**config.mk**
```make
export PLATFORM = sky130hd
export DESIGN_NAME = fetch_ghr_checkpoint
export DESIGN_NICKNAME = d
export VERILOG_FILES = /design/src/rtl/fetch_ghr_checkpoint.sv
export SDC_FILE = /design/constraint.sdc
export NUM_CORES = 1
export LEC_CHECK = 0
export ABC_AREA = 1
export CELL_PAD_IN_SITES_DETAIL_PLACEMENT = 1
export CELL_PAD_IN_SITES_GLOBAL_PLACEMENT = 2
export CORE_MARGIN = 2
export CORE_UTILIZATION = 24
export CTS_BUF_LIST = sky130_fd_sc_hd__clkbuf_2 sky130_fd_sc_hd__clkbuf_4 sky130_fd_sc_hd__clkbuf_8
export CTS_CLUSTER_DIAMETER = 40
export DETAILED_ROUTE_END_ITERATION = 6
export MAX_ROUTING_LAYER = met4
export PLACE_DENSITY = 0.8
export SETUP_SLACK_MARGIN = 0.15
export SYNTH_ARGS = -nofsm -noshare
export SYNTH_HDL_FRONTEND = slang
export SYNTH_SLANG_ARGS = --single-unit
```
**constraint.sdc**
```tcl
create_clock -name clk -period 1.45 [get_ports clk]
set_clock_uncertainty 0.15 [all_clocks]
set_input_delay 0.29 -clock clk [delete_from_list [all_inputs] [get_ports clk]]
set_output_delay 0.29 -clock clk [all_outputs]
set_load 0.005 [all_outputs]
```
**src/rtl/fetch_ghr_checkpoint.sv**
```systemverilog
// Speculative/architectural global history register with per-branch checkpoint allocation and recovery.
// Optional macro FETCH_GHR_STALL_STAT_EN adds a saturating count of cycles spent waiting for a checkpoint.
module fetch_ghr_checkpoint #(
    parameter int GHR_WIDTH           = 16,
    parameter int CHECKPOINT_ID_WIDTH = 4
) (
    input  logic                           clk,
    input  logic                           rst,
    input  logic                           fetch_branch_valid,
    input  logic                           fetch_branch_taken,
    output logic                           ghr_fetch_stall,
    output logic [GHR_WIDTH-1:0]           ghr_fetch_value,
    output logic [CHECKPOINT_ID_WIDTH-1:0] ghr_fetch_cp_id,
    input  logic [CHECKPOINT_ID_WIDTH-1:0] cpbuf_fetch_new_id,
    input  logic                           cpbuf_fetch_new_id_valid,
    output logic                           fetch_cpbuf_push,
    output logic [GHR_WIDTH-1:0]           fetch_cpbuf_ghr,
    input  logic                           exbru_ghr_restore,
    input  logic [GHR_WIDTH-1:0]           exbru_ghr_data,
    input  logic                           exbru_taken,
    input  logic                           commit_ghr_update,
    input  logic                           commit_taken,
    input  logic                           commit_ghr_flush
`ifdef FETCH_GHR_STALL_STAT_EN
    ,
    output logic [31:0]                    ghr_stall_cycles
`endif
);

    typedef enum logic [1:0] {
        NORMAL  = 2'd0,
        WAIT_CP = 2'd1,
        RECOVER = 2'd2
    } state_t;

    state_t                 state_q, state_d;
    logic [GHR_WIDTH-1:0]   spec_ghr_q, spec_ghr_d;
    logic [GHR_WIDTH-1:0]   arch_ghr_q, arch_ghr_d;
    logic                   accept;

    assign ghr_fetch_value = spec_ghr_q;
    assign fetch_cpbuf_ghr = spec_ghr_q;
    assign ghr_fetch_cp_id = cpbuf_fetch_new_id;

    always_comb begin
        state_d          = state_q;
        spec_ghr_d       = spec_ghr_q;
        arch_ghr_d       = arch_ghr_q;
        accept           = 1'b0;
        fetch_cpbuf_push = 1'b0;
        ghr_fetch_stall  = 1'b0;

        if (commit_ghr_update) begin
            arch_ghr_d = (arch_ghr_q << 1) | GHR_WIDTH'(commit_taken);
        end

        unique case (state_q)
            NORMAL: begin
                accept = fetch_branch_valid && cpbuf_fetch_new_id_valid;
                if (fetch_branch_valid && !cpbuf_fetch_new_id_valid) begin
                    state_d = WAIT_CP;
                end
            end
            WAIT_CP: begin
                if (cpbuf_fetch_new_id_valid) begin
                    state_d = NORMAL;
                end
            end
            RECOVER: state_d = NORMAL;
            default: state_d = NORMAL;
        endcase

        // Flush restores from the post-commit architectural history.
        if (commit_ghr_flush) begin
            accept     = 1'b0;
            spec_ghr_d = arch_ghr_d;
            state_d    = RECOVER;
        end else if (exbru_ghr_restore) begin
            accept     = 1'b0;
            spec_ghr_d = (exbru_ghr_data << 1) | GHR_WIDTH'(exbru_taken);
            state_d    = RECOVER;
        end else if (accept) begin
            spec_ghr_d = (spec_ghr_q << 1) | GHR_WIDTH'(fetch_branch_taken);
        end

        fetch_cpbuf_push = accept;
        ghr_fetch_stall  = (state_q == RECOVER) || (fetch_branch_valid && !accept);

        if (rst) begin
            fetch_cpbuf_push = 1'b0;
            ghr_fetch_stall  = 1'b0;
        end
    end

    always_ff @(posedge clk) begin
        if (rst) begin
            state_q    <= NORMAL;
            spec_ghr_q <= '0;
            arch_ghr_q <= '0;
        end else begin
            state_q    <= state_d;
            spec_ghr_q <= spec_ghr_d;
            arch_ghr_q <= arch_ghr_d;
        end
    end

`ifdef FETCH_GHR_STALL_STAT_EN
    logic [31:0] stall_cnt_q, stall_cnt_d;

    always_comb begin
        stall_cnt_d = stall_cnt_q;
        if ((state_q == WAIT_CP) && (stall_cnt_q != '1)) begin
            stall_cnt_d = stall_cnt_q + 32'd1;
        end
    end

    always_ff @(posedge clk) begin
        if (rst) begin
            stall_cnt_q <= '0;
        end else begin
            stall_cnt_q <= stall_cnt_d;
        end
    end

    assign ghr_stall_cycles = stall_cnt_q;
`endif

endmodule

```
# --- Word level (Yosys, flattened, before mapping) ---
# Cells that the tools add are included.
classes:
  n_eq_ne: 6
  n_mux: 14
  bitwise: 3
  reduce_logical: 11
ops:
  columns: ["operator", "n"]
  rows:
  - ["16-bit 2-to-1 mux", 4]
  - ["16-bit by 1-bit bitwise OR with 16-bit output", 3]
  - ["2-bit 2-to-1 mux", 4]
  - ["4-bit != test (second input constant)", 2]
  - ["1-bit 2-to-1 mux", 5]
  - ["2-bit != test (second input constant)", 2]
  - ["2-bit one-hot mux with 2 select lines", 1]
  - ["2-bit AND reduction", 2]
  - ["1-bit logical AND", 3]
  - ["3-bit nonzero test", 1]
  - ["3-bit OR reduction", 1]
  - ["2-bit by 1-bit == test with 1-bit output (second input constant)", 1]
  - ["2-bit == test (second input constant)", 1]
  - ["1-bit logical NOT", 2]
  - ["2-bit logical NOT", 1]
  - ["1-bit logical OR", 1]
totals:
  register_bits: 34
  input_bits: 30
  out_inout_bits: 38
  wordCells: 38

# --- Logic depth before layout (Yosys ltp) ---
# Gate-level depths: netlist of run 1.
logic_depth:
  word_depth: 8
  mapped_depth: 8
  depth_no_buf: 6

# --- Worst setup path before layout of run 1 ---
# OpenSTA, ideal clock, no wires.
synth_timing:
  kind: "input-to-output"
  startpoint: "in commit_ghr_flush"
  endpoint: "out ghr_fetch_stall"
  t_arrival_ns: 0.929
  required_ns: 1.010
  path_slack_ns: 0.081
  cell_stages: 6
  n_path_buf: 2
  path_cell_list: "buf_2 > nor2_4 > buf_4 > nand3_1 > nand2_1 > a21oi_1"
synth_via:
  elab_chain_cells: 5
synth_rtl:
  columns: ["element", "line_no", "text"]
  rows:
  - ["start, declared", "23", "input logic commit_ghr_flush"]
  - ["1-bit 2-to-1 mux", "74", "if (commit_ghr_flush) begin"]
  - ["1-bit logical NOT", "87", "ghr_fetch_stall = (state_q == RECOVER) || (fetch_branch_valid && !accept);"]
  - ["1-bit logical AND", "87", null]
  - ["1-bit logical OR", "87", null]
  - ["1-bit 2-to-1 mux", "89", "if (rst) begin"]
  - ["end, declared", "11", "output logic ghr_fetch_stall,"]
# No other way between the ends.

# --- Worst setup path after layout of run 1 ---
layout_timing:
  startpoint: "reg state_q[1]"
  endpoint: "out ghr_fetch_stall"
layout_via:
  elab_chain_cells: 8
  elab_cells_between_ends: 9
  classes_between: "eq/ne: 1; mux: 4; reduce/logical: 4"
layout_rtl:
  columns: ["element", "line_no", "text"]
  rows:
  - ["start, declared", "36", "state_t state_q, state_d;"]
  - ["start signal, assigned", "101", "state_q <= state_d;"]
  - ["2-bit logical NOT", "57", "unique case (state_q)"]
  - ["1-bit 2-to-1 mux", "57", null]
  - ["1-bit 2-to-1 mux", "78", "end else if (exbru_ghr_restore) begin"]
  - ["1-bit 2-to-1 mux", "74", null]
  - ["1-bit logical NOT", "87", null]
  - ["1-bit logical AND", "87", null]
  - ["1-bit logical OR (*)", "87", null]
  - ["1-bit 2-to-1 mux (*)", "89", null]
# Every way passes the cells marked *; elsewhere a longest branch is shown, timed or not.

==> out/metrics.yaml, run 1 <==
layout:
  drive_gt1_share_pct: 24.1
  num-fill-cells: 1081
  nets: 441
  diodes: 0
  post-route-util_pct: 36.2
  area_delta_synth_final_pct: 44.0
floorplanning:
  die_w_um: 97.2
  std_cell_rows: 33
  io_pins: 68
  initial_core_util_pct: 25.1
  die-area_um2: 9440
  die_height_um: 97.2
  core-area_um2: 8300
timing:
  worstMarginPinSlew_ps: 257
  maxSlewHeadroom_pct: 82.9
  fmax_mhz: 665
  rsz0062_at_grt: "yes"
  layout_setup_ws_ps: -53.0
  finalHoldViolCount: 0
  setup_viol_count_final: 2
  hold_ws_ps: 220
  fin_crit_sh_pct: 104
  min_period_ps: 1500
  slew_viol_final: 0
clocking:
  cts_sinks: 34
  cts_hold_buf: 0
  cts_tree: "built"
  cts_root_buffer: "clkbuf_8"
  numCtsBuffers: 5
  cts.clk_slew.worst_paths_ps: 70
  cts_max_level: 2
  insertion_delay_ps: 280
  cts.path.max_buffers: 2
yosys:
  yosys.cell_types.count: 17
  netlist_area_um2: 2080
  synth_cells: 346
  synth_seq_area_share_pct: 32.7
  synth_nets: 376
  ys_ff_latch: 34
  syn-mean-instance-area_um2: 6.02
  yosys_warnings: 0
route:
  routedWlPerCell_um: 12.7
  viasPerCell: 4.34
  dr.pass1.iters: 4
  routed_wl_mm: 6.52
  vias: 2234
  first_iter_violations: 106
  antenna_left: 0
  drc: 0
global_route:
  grt_pass1_vias: 2240
  grt_usage_pct: 14.7
  grt_pass1_wl_mm: 10.9
  grt_overflow: 0
  grt_max_degree: 20
  antenna_found_initial: 0
run:
  cap_violations: 0
setup_path:
  critPathTopFamily: "flip-flops"
  crit_arrival_ps: 1060
  slowest_stage: "dfxtp_2"
  worstPathRequired_ps: 1010
  path_class: "flop to output port"
  slowest_delay_ps: 340
  critPathBufInv: 1
  start_kind: "flop"
  endpoint_kind: "output port"
  critPathMaxFanout: 3
  cp_cell_sequence: "nor2_4 -> nand3_2 -> nand2_2 -> a21oi_2 -> buf_2"
min_path:
  hp-class: "input pin to flop"
placed_design:
  place_hpwl_mm: 4.45
  port-buffer-count: 58
  gp_congestion: 0.741
power_and_ir_drop:
  p_leak_nw: 1.58
  ir_drop_mv: 0.459
  power_mw: 2.50
  power_density_nw_per_um2: 835
status:
  status: "finished with violations"
  violations: "negative setup slack"
-- final cells by class --
cell class / count / area, um^2 / share of cell area, %
Timing Repair Buffer: 94 / 906 / 30.2
Sequential cell: 34 / 706 / 23.5
Multi-Input combinational cell: 221 / 968 / 32.3
Inverter: 55 / 206 / 6.88
Tap cell: 105 / 131 / 4.38
Clock buffer: 6 / 82.6 / 2.75
-- cell families (layout without fill, tap and decap cells) --
group	Yosys count	in the layout	share of synthesized area [%]
AND/OR/NAND/NOR	218	218	43.4
AO/OA/AOI/OAI	3	3	1.38
flip-flops	34	34	32.7
buffers and inverters	91	155	22.6
-- report_power, final --
group          total (mW)  internal (mW)  switching, mW  leakage [nW]
sequential           1.05           1.01         0.0406         0.287
combinational       0.740          0.377          0.363          1.25
clock               0.711          0.367          0.344        0.0431
-- worst reg2reg max path, cell delays in order, from the launching register on --
cell and delay (ps):
dfxtp_2 340, nor2_4 110, buf_4 140, a21boi_4 60, buf_4 150, buf_16 140
nor2_1 110, nor2_1 40
-- final timing paths --
path / to / depth (start not counted) / slack [ps] / startpoint
worst max register to register: fetch_cpbuf_ghr[3]$_SDFFE_PP0P_ / 7 / 100 / state_q[1]$_SDFFE_PP0P_
worst min register to register: arch_ghr_q[15]$_SDFF_PP0_ / 4 / 370 / arch_ghr_q[15]$_SDFF_PP0_
worst min-delay path: state_q[0]$_SDFFE_PP0P_ / 3 / 220 / cpbuf_fetch_new_id_valid
worst max-delay path: ghr_fetch_stall / 5 / -50 / state_q[1]$_SDFFE_PP0P_
-- flip-flops by register name (all words and copies together) (netlist names) --
register,count
state_q,2
arch_ghr_q,16
fetch_cpbuf_ghr,16
-- timing repair --
action,CTS,global route
buffers inserted,11,1
resized for setup,134,27
pin swaps,7,3
gates cloned,1,0
hold endpoints to repair,0,0
endpoints found under the setup margin,51,36
-- stage by stage --
step / TNS, ps / instances / instance area, um^2 / setup slack (ps)
after floorplan: 0 / 346 / 2100 / 151
after global placement: -9970 / 496 / 2780 / -606
after detailed placement: -10740 / 496 / 2780 / -622
after CTS: -133 / 514 / 3040 / -75.8
after global routing: -249 / 515 / 3000 / -129
final: -75.4 / 515 / 3000 / -53.0
-- synthesized netlist by cell type, drive strengths merged --
cell type,count,area share (%)
nor4,1,0.60
dfxtp,34,33
nand2,116,21
a21oi,1,0.24
a21boi,1,0.90
buf,33,12
o21ai,1,0.24
nand3b,1,0.36
nand3,48,12
nor2,52,9.9
clkbuf,3,0.54
inv,55,9.9
-- routing by layer --
metal,share of wire [%],GRT usage [%]
met5,0,-
met4,1.2,3.58
met3,3.8,2.59
met2,47,24.1
met1,48,18.9
-- cells in the final DEF, fill, tap and decap left out, types with 2 or more instances in the layout --
cell and count:
buf_4 17, nand2_1 114, dfxtp_2 17, clkbuf_8 6
clkbuf_2 14, buf_12 6, clkdlybuf4s50_1 18, buf_2 4
dfxtp_1 16, nor2_2 6, buf_6 17, nand3_1 47
dlygate4sd2_1 2, inv_1 54, nor2_4 2, nor2_1 44
clkdlybuf4s15_1 14
(Power assumes the default switching activity.)
==> inputs of run 2 (changes only) <==
- clock period: 1.45 -> 1.6 ns (I/O delays scaled with it)
==> run 2 against run 1 <==
Compared with the run above: the flow now finishes without violations; sequential power fell by 9%; flip-flop and latch count did not move; routed wire length fell by 3.2%; sequential share of layout area rose by 0.68 points; core utilization fell by 1.1 points; highest routed layer unchanged.
==> out/metrics.yaml, run 2 (synthesis results as in run 1) <==
route:
  antenna_left: 0  # unchanged
  routedWlPerCell_um: 12.3  # was 12.7 um
  vias: 2193  # was 2234
  viasPerCell: 4.29  # was 4.34
  routed_wl_mm: 6.31  # was 6.52 mm
  drc: 0  # unchanged
  dr.pass1.iters: 4  # unchanged
  first_iter_violations: 67  # was 106
floorplanning:
  io_pins: 68  # unchanged
  die_w_um: 97.2  # unchanged
  die_height_um: 97.2  # unchanged
  std_cell_rows: 33  # unchanged
  initial_core_util_pct: 25.1  # unchanged
  die-area_um2: 9440  # unchanged
  core-area_um2: 8300  # unchanged
layout:
  final_common_cell: "nand2_1"  # unchanged
  drive_gt1_share_pct: 16.3  # was 24.1%
  stdcell_count: 511  # was 515
  diodes: 0  # unchanged
  area_delta_synth_final_pct: 39.5  # was 44.0%
  final_cell_mix: "115 x nand2_1, 53 x inv_1, 50 x nor2_1"  # was 114 x nand2_1, 54 x inv_1, 47 x nand3_1
  nets: 436  # was 441
  final_cell_area_um2: 2910  # was 3000 um^2
timing:
  finalHoldViolCount: 0  # unchanged
  fmax_mhz: 642
  rsz0062_at_grt: "yes"  # unchanged
  hold_ws_ps: 267  # was 220 ps
  setup_viol_count_final: 0  # was 2
  min_period_ps: 1560
  slew_viol_final: 0  # unchanged
  tns_ps: 0  # was -75.4 ps
  worstMarginPinSlew_ps: 223  # was 257 ps
  maxSlewHeadroom_pct: 85.0  # was 82.9%
  fin_crit_sh_pct: 97.3
power_and_ir_drop:
  ir_drop_mv: 0.229  # was 0.459 mV
  power_density_nw_per_um2: 763  # was 835 nW/um^2
  p_leak_nw: 1.61  # was 1.58 nW
min_path:
  hp-class: "input pin to flop"  # unchanged
  whs_path_depth: 3  # unchanged
clocking:
  cts_root_buffer: "clkbuf_8"  # unchanged
  insertion_delay_ps: 290  # was 280 ps
  cts_hold_buf: 0  # unchanged
  cts.path.max_buffers: 2  # unchanged
  cts_sinks: 34  # unchanged
  cts_max_level: 2  # unchanged
  cts.clk_slew.worst_paths_ps: 70  # about the same
  numCtsBuffers: 5  # unchanged
  cts_tree: "built"  # unchanged
setup_path:
  worstPathRequired_ps: 1130  # was 1010 ps
  start_kind: "input pin"  # was flop
  path_class: "input pin to output port"  # was flop to output port
  endpoint_kind: "output port"  # unchanged
  crit_arrival_ps: 1090  # was 1060 ps
  critPathMaxFanout: 2  # was 3
  rr_worst_depth: 8  # was 7
global_route:
  grt_overflow: 0  # unchanged
  antenna_found_initial: 0  # unchanged
  grt_pass1_wl_mm: 11.0  # was 10.9 mm
  grt_usage_pct: 14.4  # was 14.7%
  grt_pass1_vias: 2338  # was 2240
  grt_max_degree: 20  # unchanged
placed_design:
  dpl-instance-area_um2: 2800  # was 2780 um^2
  port-buffer-count: 58  # unchanged
  place_hpwl_mm: 4.49  # was 4.45 mm
  gp_congestion: 0.727  # was 0.741
  dp_cells: 500  # was 496
status:
  status: "finished clean"  # was finished with violations
run:
  cap_violations: 0  # unchanged
## run 2: cell count changes in the layout (fill, tap and decap cells not counted), sizes merged
cell | before | now
clkdlybuf4s15 | 15 | 4
dlymetal6s2s | 0 | 1
buf | 45 | 33
clkbuf | 20 | 7
dlygate4sd2 | 2 | 33
## run 2: critical path, stage by stage
cell and delay [ps]:
dlygate4sd2_1 280, nor2_4 140, nand3_2 100, nand2_1 70
a21oi_1 60, buf_2 130
## run 2: layout make-up
type	count	area, um^2
tap	105	131
timing repair buffer	89	838
fill	1101	5390
clock buffer	7	83.8
multi-input combinational	221	942
inverter	55	206
sequential	34	703
## run 2: where the power goes
part	switching, mW	total, mW	internal [mW]
sequential	0.0321	0.951	0.919
clock	0.323	0.657	0.334
combinational	0.309	0.609	0.300
## run 2: through the flow
stage | util, % | setup slack (ps) | total power [mW]
after global routing | 35.0 | -10.1 | 2.36
after CTS | 34.8 | 11.7 | 2.24
final | 35.0 | 43.4 | 2.22
after floorplan | - | 171 | 1.33
after detailed placement | 33.7 | -614 | 1.62
after global placement | 33.7 | -535 | 1.61
## run 2: timing repair
item / 4_1_cts / 5_1_grt
setup buffers: 4 / 0
setup endpoints to repair: 50 / 19
pin swaps: 4 / 2
gates resized for setup: 67 / 8
## run 2: routing by layer
metal / global-route usage [%] / part of all wire [%] / vias up
met5: - / 0 / -
met4: 2.93 / 0.94 / 0
met3: 2.37 / 3.9 / 6
met1: 16.5 / 45 / 1016
li1: - / - / 1123
met2: 26.4 / 50 / 48
## run 2: path summary, 6_finish.rpt
kind	start	end	slack, ps
hold reg to reg	arch_ghr_q[15]$_SDFF_PP0_	arch_ghr_q[15]$_SDFF_PP0_	370
setup / recovery	exbru_ghr_restore	ghr_fetch_stall	40
setup reg to reg	state_q[1]$_SDFFE_PP0P_	fetch_cpbuf_ghr[12]$_SDFFE_PP0P_	240
hold / removal	cpbuf_fetch_new_id_valid	state_q[0]$_SDFFE_PP0P_	270
==> inputs of run 3 (changes only) <==
- CTS_CLUSTER_DIAMETER: 40 -> 80
==> results of run 3 <==
No change in the layout: final DEF, timing and power equal those of run 2.
